**config.mk**
```make
export PLATFORM = sky130hd
export DESIGN_NAME = vga_fb_scheduler
export DESIGN_NICKNAME = d
export VERILOG_FILES = /design/src/rtl/vga_pkg.sv /design/src/rtl/vga_line_buffer.sv /design/src/rtl/vga_fb_scheduler.sv
export SDC_FILE = /design/constraint.sdc
export NUM_CORES = 2
export LEC_CHECK = 0
export ABC_AREA = 0
export CAP_MARGIN = 25
export CORE_MARGIN = 4
export CORE_UTILIZATION = 45
export CTS_CLUSTER_SIZE = 14
export DETAILED_ROUTE_END_ITERATION = 7
export GPL_ROUTABILITY_DRIVEN = 1
export PLACE_DENSITY = 0.74
export SLEW_MARGIN = 20
export SYNTH_ARGS = -nofsm -noshare
export SYNTH_HDL_FRONTEND = slang
export SYNTH_SLANG_ARGS = --single-unit
```
**constraint.sdc**
```tcl
create_clock -name pixel_clk -period 3.3 [get_ports pixel_clk]
set_input_delay 0.33 -clock pixel_clk [delete_from_list [all_inputs] [get_ports pixel_clk]]
set_output_delay 0.33 -clock pixel_clk [all_outputs]
set_load 0.01 [all_outputs]
```
**src/rtl/vga_pkg.sv**
```systemverilog
// Shared geometry, timing constants and fetch FSM encoding for the VGA
// framebuffer scheduler slice.
package vga_pkg;

  localparam int unsigned HMAX            = 800;
  localparam int unsigned VMAX            = 525;
  localparam int unsigned HLINES          = 640;
  localparam int unsigned VLINES          = 480;
  localparam int unsigned FB_W            = 160;
  localparam int unsigned FB_H            = 120;
  localparam int unsigned SCALE           = 4;
  localparam int unsigned PIX_W           = 12;
  localparam int unsigned ADDR_W          = 15;
  localparam int unsigned FETCH_START_DEF = 600;
  localparam int unsigned COL_W           = $clog2(FB_W);

  typedef enum logic [1:0] {
    IDLE,
    FETCH,
    DONE
  } fetch_state_t;

endpackage

```
**src/rtl/vga_line_buffer.sv**
```systemverilog
// Ping-pong line buffer: the fetch side fills the bank not selected by
// bank_sel while the display side reads the selected bank asynchronously.
module vga_line_buffer
  import vga_pkg::*;
(
  input  logic             pixel_clk,
  input  logic             bank_sel,
  input  logic             we,
  input  logic [COL_W-1:0] waddr,
  input  logic [PIX_W-1:0] wdata,
  input  logic [COL_W-1:0] raddr,
  output logic [PIX_W-1:0] rdata
);

  logic [PIX_W-1:0] bank0 [FB_W];
  logic [PIX_W-1:0] bank1 [FB_W];

  always_ff @(posedge pixel_clk) begin
    if (we) begin
      if (bank_sel) bank0[waddr] <= wdata;
      else          bank1[waddr] <= wdata;
    end
  end

  assign rdata = bank_sel ? bank1[raddr] : bank0[raddr];

endmodule

```
**src/rtl/vga_fb_scheduler.sv**
```systemverilog
// Framebuffer port arbiter: deadline-bound row prefetch for the display
// has priority over the low-priority game-logic writer.
module vga_fb_scheduler
  import vga_pkg::*;
#(
  parameter int unsigned FETCH_START = FETCH_START_DEF
) (
  input  logic              pixel_clk,
  input  logic              rst,
  input  logic [10:0]       hcounter,
  input  logic [10:0]       vcounter,
  input  logic              wr_req,
  input  logic [ADDR_W-1:0] wr_addr,
  input  logic [PIX_W-1:0]  wr_data,
  output logic              wr_gnt,
  output logic [ADDR_W-1:0] mem_addr,
  output logic              mem_we,
  output logic [PIX_W-1:0]  mem_wdata,
  input  logic [PIX_W-1:0]  mem_rdata,
  output logic [PIX_W-1:0]  pix_data,
  output logic              fetch_err
);

  localparam int unsigned       SH      = $clog2(SCALE);
  localparam int unsigned       CNT_W   = $clog2(FB_W + 1);
  localparam logic [ADDR_W-1:0] FB_SIZE = ADDR_W'(FB_W * FB_H);

  fetch_state_t      state, state_nx;
  logic [10:0]       nv;
  logic              trigger, at_hmax, visible, wr_ok, lb_we;
  logic [ADDR_W-1:0] nv_base, row_base;
  logic [CNT_W-1:0]  issue_col;
  logic              rd_v0, rd_v1;
  logic [COL_W-1:0]  rd_col0, rd_col1, lb_raddr;
  logic              bank_sel, bank_valid;
  logic [PIX_W-1:0]  lb_rdata;

  assign nv      = (vcounter == 11'(VMAX)) ? '0 : vcounter + 11'd1;
  assign trigger = (hcounter == 11'(FETCH_START)) && (nv < 11'(VLINES)) &&
                   ((nv & 11'(SCALE - 1)) == '0);
  assign nv_base = ADDR_W'(nv >> SH) * ADDR_W'(FB_W);
  assign at_hmax = (hcounter == 11'(HMAX));
  assign lb_we   = rd_v1 && (state == FETCH);
  assign wr_ok   = (state != FETCH) && !trigger && wr_req && !wr_gnt;
  assign visible = (hcounter < 11'(HLINES)) && (vcounter < 11'(VLINES));
  assign lb_raddr = visible ? hcounter[SH +: COL_W] : '0;

  always_comb begin
    state_nx = state;
    case (state)
      IDLE:    if (trigger) state_nx = FETCH;
      FETCH: begin
        if (at_hmax) state_nx = IDLE;
        else if (lb_we && rd_col1 == COL_W'(FB_W - 1)) state_nx = DONE;
      end
      DONE:    if (at_hmax) state_nx = IDLE;
      default: state_nx = IDLE;
    endcase
  end

  always_ff @(posedge pixel_clk) begin
    if (rst) begin
      state      <= IDLE;
      bank_sel   <= 1'b0;
      bank_valid <= 1'b0;
      fetch_err  <= 1'b0;
      issue_col  <= '0;
      row_base   <= '0;
      rd_v0      <= 1'b0;
      rd_v1      <= 1'b0;
      rd_col0    <= '0;
      rd_col1    <= '0;
      mem_addr   <= '0;
      mem_we     <= 1'b0;
      mem_wdata  <= '0;
      wr_gnt     <= 1'b0;
      pix_data   <= '0;
    end else begin
      state   <= state_nx;
      mem_we  <= 1'b0;
      wr_gnt  <= 1'b0;
      rd_v0   <= 1'b0;
      // read data lands one cycle behind its address; an abort kills it in flight
      rd_v1   <= rd_v0 && (state_nx == FETCH);
      rd_col1 <= rd_col0;

      if (state == IDLE && trigger) begin
        row_base  <= nv_base;
        mem_addr  <= nv_base;
        issue_col <= CNT_W'(1);
        rd_v0     <= 1'b1;
        rd_col0   <= '0;
      end else if (state == FETCH && !at_hmax && issue_col < CNT_W'(FB_W)) begin
        mem_addr  <= row_base + ADDR_W'(issue_col);
        issue_col <= issue_col + CNT_W'(1);
        rd_v0     <= 1'b1;
        rd_col0   <= COL_W'(issue_col);
      end else if (wr_ok) begin
        mem_addr  <= wr_addr;
        mem_wdata <= wr_data;
        mem_we    <= (wr_addr < FB_SIZE);
        wr_gnt    <= 1'b1;
      end

      if (state == FETCH && at_hmax) fetch_err <= 1'b1;
      if (state == DONE && at_hmax) begin
        bank_sel   <= ~bank_sel;
        bank_valid <= 1'b1;
      end

      pix_data <= (visible && bank_valid) ? lb_rdata : '0;
    end
  end

  vga_line_buffer u_line_buffer (
    .pixel_clk (pixel_clk),
    .bank_sel  (bank_sel),
    .we        (lb_we),
    .waddr     (rd_col1),
    .wdata     (mem_rdata),
    .raddr     (lb_raddr),
    .rdata     (lb_rdata)
  );

endmodule

```
; ---- Word level (Yosys, flattened, before mapping)
; Memories as Yosys holds them, arrays and structs flattened.
; Cells that the tools add are included.
[totals]
input_bits = 64
ff_bits = 82
mem_count = 2
ram_bits = 3840
word_cells = 91
output_inout_bits = 42
[memory_table]
columns = memory, depth, width, rd, rd_clocked_by_memory_dff, write_ports, line
row1 = u_line_buffer.bank0, 160, 12, 1, 0, 1, vga_line_buffer.sv:15  ; logic [PIX_W-1:0] bank0 [FB_W];
row2 = u_line_buffer.bank1, 160, 12, 1, 0, 1, vga_line_buffer.sv:16  ; logic [PIX_W-1:0] bank1 [FB_W];
[classes]
eq_ne = 8
multipliers = 1
reduce_logical = 28
bitwise = 5
n_mux = 22
magnitude_cmp = 5
addsub = 3
[ops]
columns = cell, n
row1 = $mux W15, 3
row2 = $eq A11 B10 Y1 const B, 3
row3 = $lt A11 B9 Y1 const B, 2
row4 = $add A15 B8 Y15, 1
row5 = $logic_and A1 B1 Y1, 15
row6 = $lt A15 B15 Y1 const B, 1
row7 = $mux W12, 1
row8 = $add A11 B1 Y11 const B, 1
row9 = $logic_not A11 Y1, 1
row10 = $lt A11 B10 Y1 const B, 1
row11 = $mux W1, 11
row12 = $mux W11, 1
row13 = $mul A9 B3 Y10 const B, 1
row14 = $add A8 B1 Y8 const B, 1
row15 = $eq A8 B8 Y1 const B, 1
row16 = $lt A8 B8 Y1 const B, 1
row17 = $mux W2, 4
row18 = $mux W8, 1
row19 = $pmux W2 S3, 1
row20 = $not A1 Y1, 5
row21 = $eq A2 B1 Y1 const B, 2
row22 = $reduce_bool A2 Y1, 2
row23 = $reduce_or A2 Y1, 2
row24 = $reduce_or A4 Y1, 1
row25 = other kinds (7), 9

; ---- Depth between registers and ports, before layout
[logic_depth]
ltp_word = 12
mapped_depth = 16
mapped_depth_nobuf = 16

; ---- Modules after synthesis
; Synthesis repeated with hierarchy kept, for this count alone.
[unflattened]
cells_unflattened = 7178
hier_area_um2 = 152104.6
[modules_own_cells]
columns = module, cells_per_inst, seq_area_each_um2, n_inst, area_per_inst_um2
row1 = vga_line_buffer, 6703, 115310.6, 1, 148028.2
row2 = vga_fb_scheduler, 475, 1641.6, 1, 4076.4

; ---- Worst setup path after synthesis
; No wires, ideal clock.
[synth_path]
path_type = in2reg
start = input vcounter[5]
end = register mem_addr[14]
required_ns = 3.242
setup_time_ns = 0.058
path_buffers = 1
cell_stages = 16
path_slack_ns = -0.170
arrival_time_ns = 3.412
cell_sequence = buf_2 > or4_1 > nor4b_1 > nor2_1 > ha_1 > ha_1 > inv_1 > fa_1 > nor2b_1 > o21ai_0 > nand2b_1 > a21o_1 > a21oi_1 > xnor2_1 > a21oi_1 > o21a_1
[synth_via]
elab_chain_cells = 10
word_cells_on_any_way = 15
cone_classes = add/sub (1) / mul (1) / order compare (1) / eq/ne (1) / mux (2) / reduce/logical (9)
[synth_lines]
columns = item, line
row1 = start: declaration, vga_fb_scheduler.sv:11  ; input logic [10:0] vcounter,
row2 = $eq A11 B10 Y1 (*), vga_fb_scheduler.sv:38  ; assign nv = (vcounter == 11'(VMAX)) ? '0 : vcounter + 11'd1;
row3 = $mux W11 (*), vga_fb_scheduler.sv:38
row4 = named net nv[3], vga_fb_scheduler.sv:29  ; logic [10:0] nv;
row5 = "parallel branches: the longest is 8 deep, another holds $mul A9 B3 Y10", -
row6 = end signal: assignment, vga_fb_scheduler.sv:89  ; mem_addr <= nv_base;
row7 = end signal: assignment, vga_fb_scheduler.sv:94  ; mem_addr <= row_base + ADDR_W'(issue_col);
row8 = end signal: assignment, vga_fb_scheduler.sv:99  ; mem_addr <= wr_addr;
row9 = end: declaration, vga_fb_scheduler.sv:16  ; output logic [ADDR_W-1:0] mem_addr,
; Mark *: on every way through the listed nets, which the timed path passes.
; A chain may end at the register's enable or synchronous reset.

; ---- Final worst setup path
[layout_path]
start = input vcounter[6]
end = register pix_data[11]
[layout_via]
elab_chain_cells = 5
word_cells_on_any_way = 9
cone_classes = order compare (1) / mux (2) / bitwise (1) / reduce/logical (3) / memory (2)
[layout_lines]
columns = item, line
row1 = $lt A11 B9 Y1 (*), vga_fb_scheduler.sv:45  ; assign visible = (hcounter < 11'(HLINES)) && (vcounter < 11'(VLINES));
row2 = $logic_and A1 B1 Y1 (*), vga_fb_scheduler.sv:45
row3 = $mux W8 or $logic_and A1 B1 Y1 (tied branches), "vga_fb_scheduler.sv:46, vga_fb_scheduler.sv:111"
row4 = $mem_v2 Z160 W12 (tied with other cells), -
row5 = $mux W12 or $reduce_or A2 Y1 (tied branches), -
row6 = end signal: assignment, vga_fb_scheduler.sv:111  ; pix_data <= (visible && bank_valid) ? lb_rdata : '0;
row7 = end: declaration, vga_fb_scheduler.sv:20  ; output logic [PIX_W-1:0] pix_data,
; Mark *: on every way between the ends. The rest lies on a longest branch, timed or not.

==> flow_summary.toml <==
[run_status]
status = "complete, but fails checks"
violations = "design-rule violations, negative setup slack"

[synth]
yosysTopAreaCell = "edfxtp_1"
postSynthCellCount = 10500
ys_ff_latch = 3922
synthTopCellsByArea = "edfxtp_1 (74%), mux2i_1 (4.3%), nand2_1 (3.4%)"
ys_seq_area_frac = 0.751
synthArstFlopShare = 0
syn_area_um2 = 156000
synth_nets = 10600
synth.distinct_cells = 81
synth_ff_type = "edfxtp_1"
yosysTopAreaCellShare = 0.741
syn_area_per_cell_um2 = 14.8
ys_warn_count = 0
synth-edff-count = 3840

[power_and_ir_drop]
p_leak_nw = 65.4
p_comb_frac = 0.050
ir_drop_mv = 0.451
p_sw_frac = 0.221
p_int_mw = 80.7
p_sw_mw = 22.9
power_density_nw_per_um2 = 545
power_frac_clock = 0.422
p_total_mw = 104
pwr-share-seq = 0.528

[setup_path]
critPathBufInv = 8
critPathMaxStageDelay_ps = 640
path_delay_family = "buffers and inverters"
path_cells = "clkbuf_2, nand4_1, buf_12, buf_4, nand4_1, buf_4, buf_6, buf_8, o21ai_0, nor3_1, buf_4, o22ai_1, a311oi_2, buf_4, o21bai_1, o311a_1"
cp_max_fo = 17
path_class = "input port to register"
cp.required_ps = 4190
cp_slowest_cell = "nand4_1"
arrival_ps = 4310
start_kind = "input port"
end_kind = "register"
path_common_cell = "buf_4"

[finish]
layout.nets = 12100
layout-drive-gt1-share = 0.216
mostFrequentLayoutCells = "edfxtp_1 (3840), buf_4 (1423), nand2_1 (1389), mux2i_1 (665), nor2_1 (635)"
final_cell_area_um2 = 190000
syn2layout_area_growth_pct = 22.1
mostFrequentLayoutCell = "edfxtp_1"

[routing]
remaining_drc_errors = 14
drt-total-wl_um = 572000
detail-route-antenna-nets = 0
drt-initial-drc-count = 20300
first_pass_iters = 8
wl_per_cell_um = 33.8
via_count = 110000
post_drt_via_cell_ratio = 6.52

[worst_hold_path]
hold_class = "input port to register"

[timing]
fin_hold_ws_ps = 88.5
setup-tns-final_ps = -482
slew_violations = 0
skew_ps = 67.9
rsz0062_at_grt = "true"
fin_crit_sh = 1.04
clock.fmax_mhz = 292
setup_viol = 11
finalWorstSetupSlack_ps = -120
period_minus_slack_ps = 3420
tightest_slew_ps = 1130
max_slew_margin = 0.239
hold_violations = 0

[die]
io_pins = 106
rows = 215
die_w_um = 596
fp.coreArea_um2 = 344000
die_h_um = 596
start_util = 0.453
dieArea_um2 = 355000

[clock_network]
clk_pin_slew_worst_paths_ps = 60
cts_root_buf = "clkbuf_16"
cts_tree = "built"
htree_levels = 5
cts.sinks = 3922
clock_latency_ps = 1000
cts_made_buffers = 390
clockBufferDepth = 4

[grt]
grt_max_degree = 140
grt_pass1_wl_um = 786000
grt_pass1_vias = 105000
grt_usage = 0.308
overflow = 0
antenna_found_initial = 36

[place]
dp_slack_ps = -2070
placed_cell_area_um2 = 175000
dp_hpwl_um = 366000
place.gp.congestion = 1.02
io_buffers = 105

[flow_run]
cap_violations = 0
## flip-flops by register name, summed over array words and instances, names as in the netlist
| register | flops |
|---|---|
| state | 2 |
| rd_v0 | 1 |
| rd_col1 | 8 |
| u_line_buffer.bank0 | 1920 |
| row_base | 10 |
| bank_sel | 1 |
| fetch_err | 1 |
| pix_data | 12 |
| mem_we | 1 |
| mem_wdata | 12 |
| issue_col | 8 |
| bank_valid | 1 |
| rd_col0 | 8 |
| rd_v1 | 1 |
| mem_addr | 15 |
| u_line_buffer.bank1 | 1920 |
| wr_gnt | 1 |
## layer usage
layer / share of wire / track usage / up-vias / wire, um
met5: 0.00058 / 0.00352 / - / 334
met4: 0.079 / 0.201 / 32 / 45400
met3: 0.16 / 0.107 / 2220 / 89800
met2: 0.43 / 0.450 / 10200 / 245000
met1: 0.33 / 0.390 / 54100 / 191000
li1: - / - / 43800 / -
## power by group through the flow
stage,Clock (mW),Combinational [mW],Sequential (mW)
floorplan,0,1.70,55.7
global placement,0,4.57,55.7
detailed placement,0,4.68,55.7
CTS,43.7,4.83,54.7
global route,45.8,5.19,54.6
finish,43.7,5.13,54.7
## worst reg2reg max path: stages, from the launching register on
cell	delay (ps)
dfxtp_1	420
nor2b_1	220
buf_4	210
nand2_1	190
nor4_1	380
buf_4	260
nand2_1	340
buf_4	320
nor2_1	150
buf_4	260
## worst paths after layout
check | from | endpoint | cells past startpoint | slack [ps]
hold / removal | wr_addr[12] | mem_we$_SDFF_PP0_ | 3 | 90
setup / recovery | vcounter[6] | pix_data[11]$_SDFF_PP0_ | 16 | -120
hold reg to reg | rd_col0[4]$_SDFFE_PP0P_ | rd_col0[4]$_SDFFE_PP0P_ | 2 | 460
setup reg to reg | state[0]$_SDFF_PP0_ | u_line_buffer.bank1[40][8]$_DFFE_PP_ | 9 | 200
## timing repair
action	4_1_cts	5_1_grt
hold endpoints to repair	661	0
hold buffers	26	0
gates resized for setup	157	148
pin swaps	25	35
setup buffers	32	45
endpoints found under the setup margin	70	58
cloned	11	8
## through the flow
stage           util  cells
5_1_grt        0.552  16900
3_5_place_dp   0.508  16100
6_report       0.553  16900
2_1_floorplan      -  10500
3_3_place_gp   0.508  16100
4_1_cts        0.549  16800
## kinds of logic after synthesis
group / count (synthesis) / synth area share
AO/OA/AOI/OAI: 2036 / 0.0859
XOR/XNOR: 30 / 0.00169
adder cells (fa/ha/maj): 21 / 0.00178
buffers and inverters: 759 / 0.0206
flip-flops: 3922 / 0.751
multiplexers: 827 / 0.0582
AND/OR/NAND/NOR: 2914 / 0.0805
## final cells by class
class,count,area (um^2)
inverters,22,97.6
fillers,26200,154000
multi-input cells,5828,36800
well taps,4557,5700
flip-flops and latches,3922,117000
clock inverters,227,2190
diodes,38,95.1
clock buffers,486,10200
repair buffers,1852,18000
## cells in the mapped netlist (all sizes together), types with 15 or more instances
cell	number
a221o	30
clkbuf	356
nand2	1403
o211ai	79
a22oi	41
xnor2	16
nand4	48
inv	21
o21ai	333
a211oi	93
o22ai	250
a21o	17
nor3	92
or2	19
o31ai	24
nor4	67
o2111ai	30
edfxtp	3840
buf	381
ha	19
nand3	439
a221oi	65
a2111oi	39
mux2i	665
a2bb2oi	23
and3	87
nand2b	24
nor2	650
a211o	15
o21a	15
o221ai	156
a31oi	140
a21oi	529
o2bb2ai	22
nor2b	29
mux2	111
dfxtp	82
mux4	51
No activity file was read; power rests on OpenSTA's default activity.
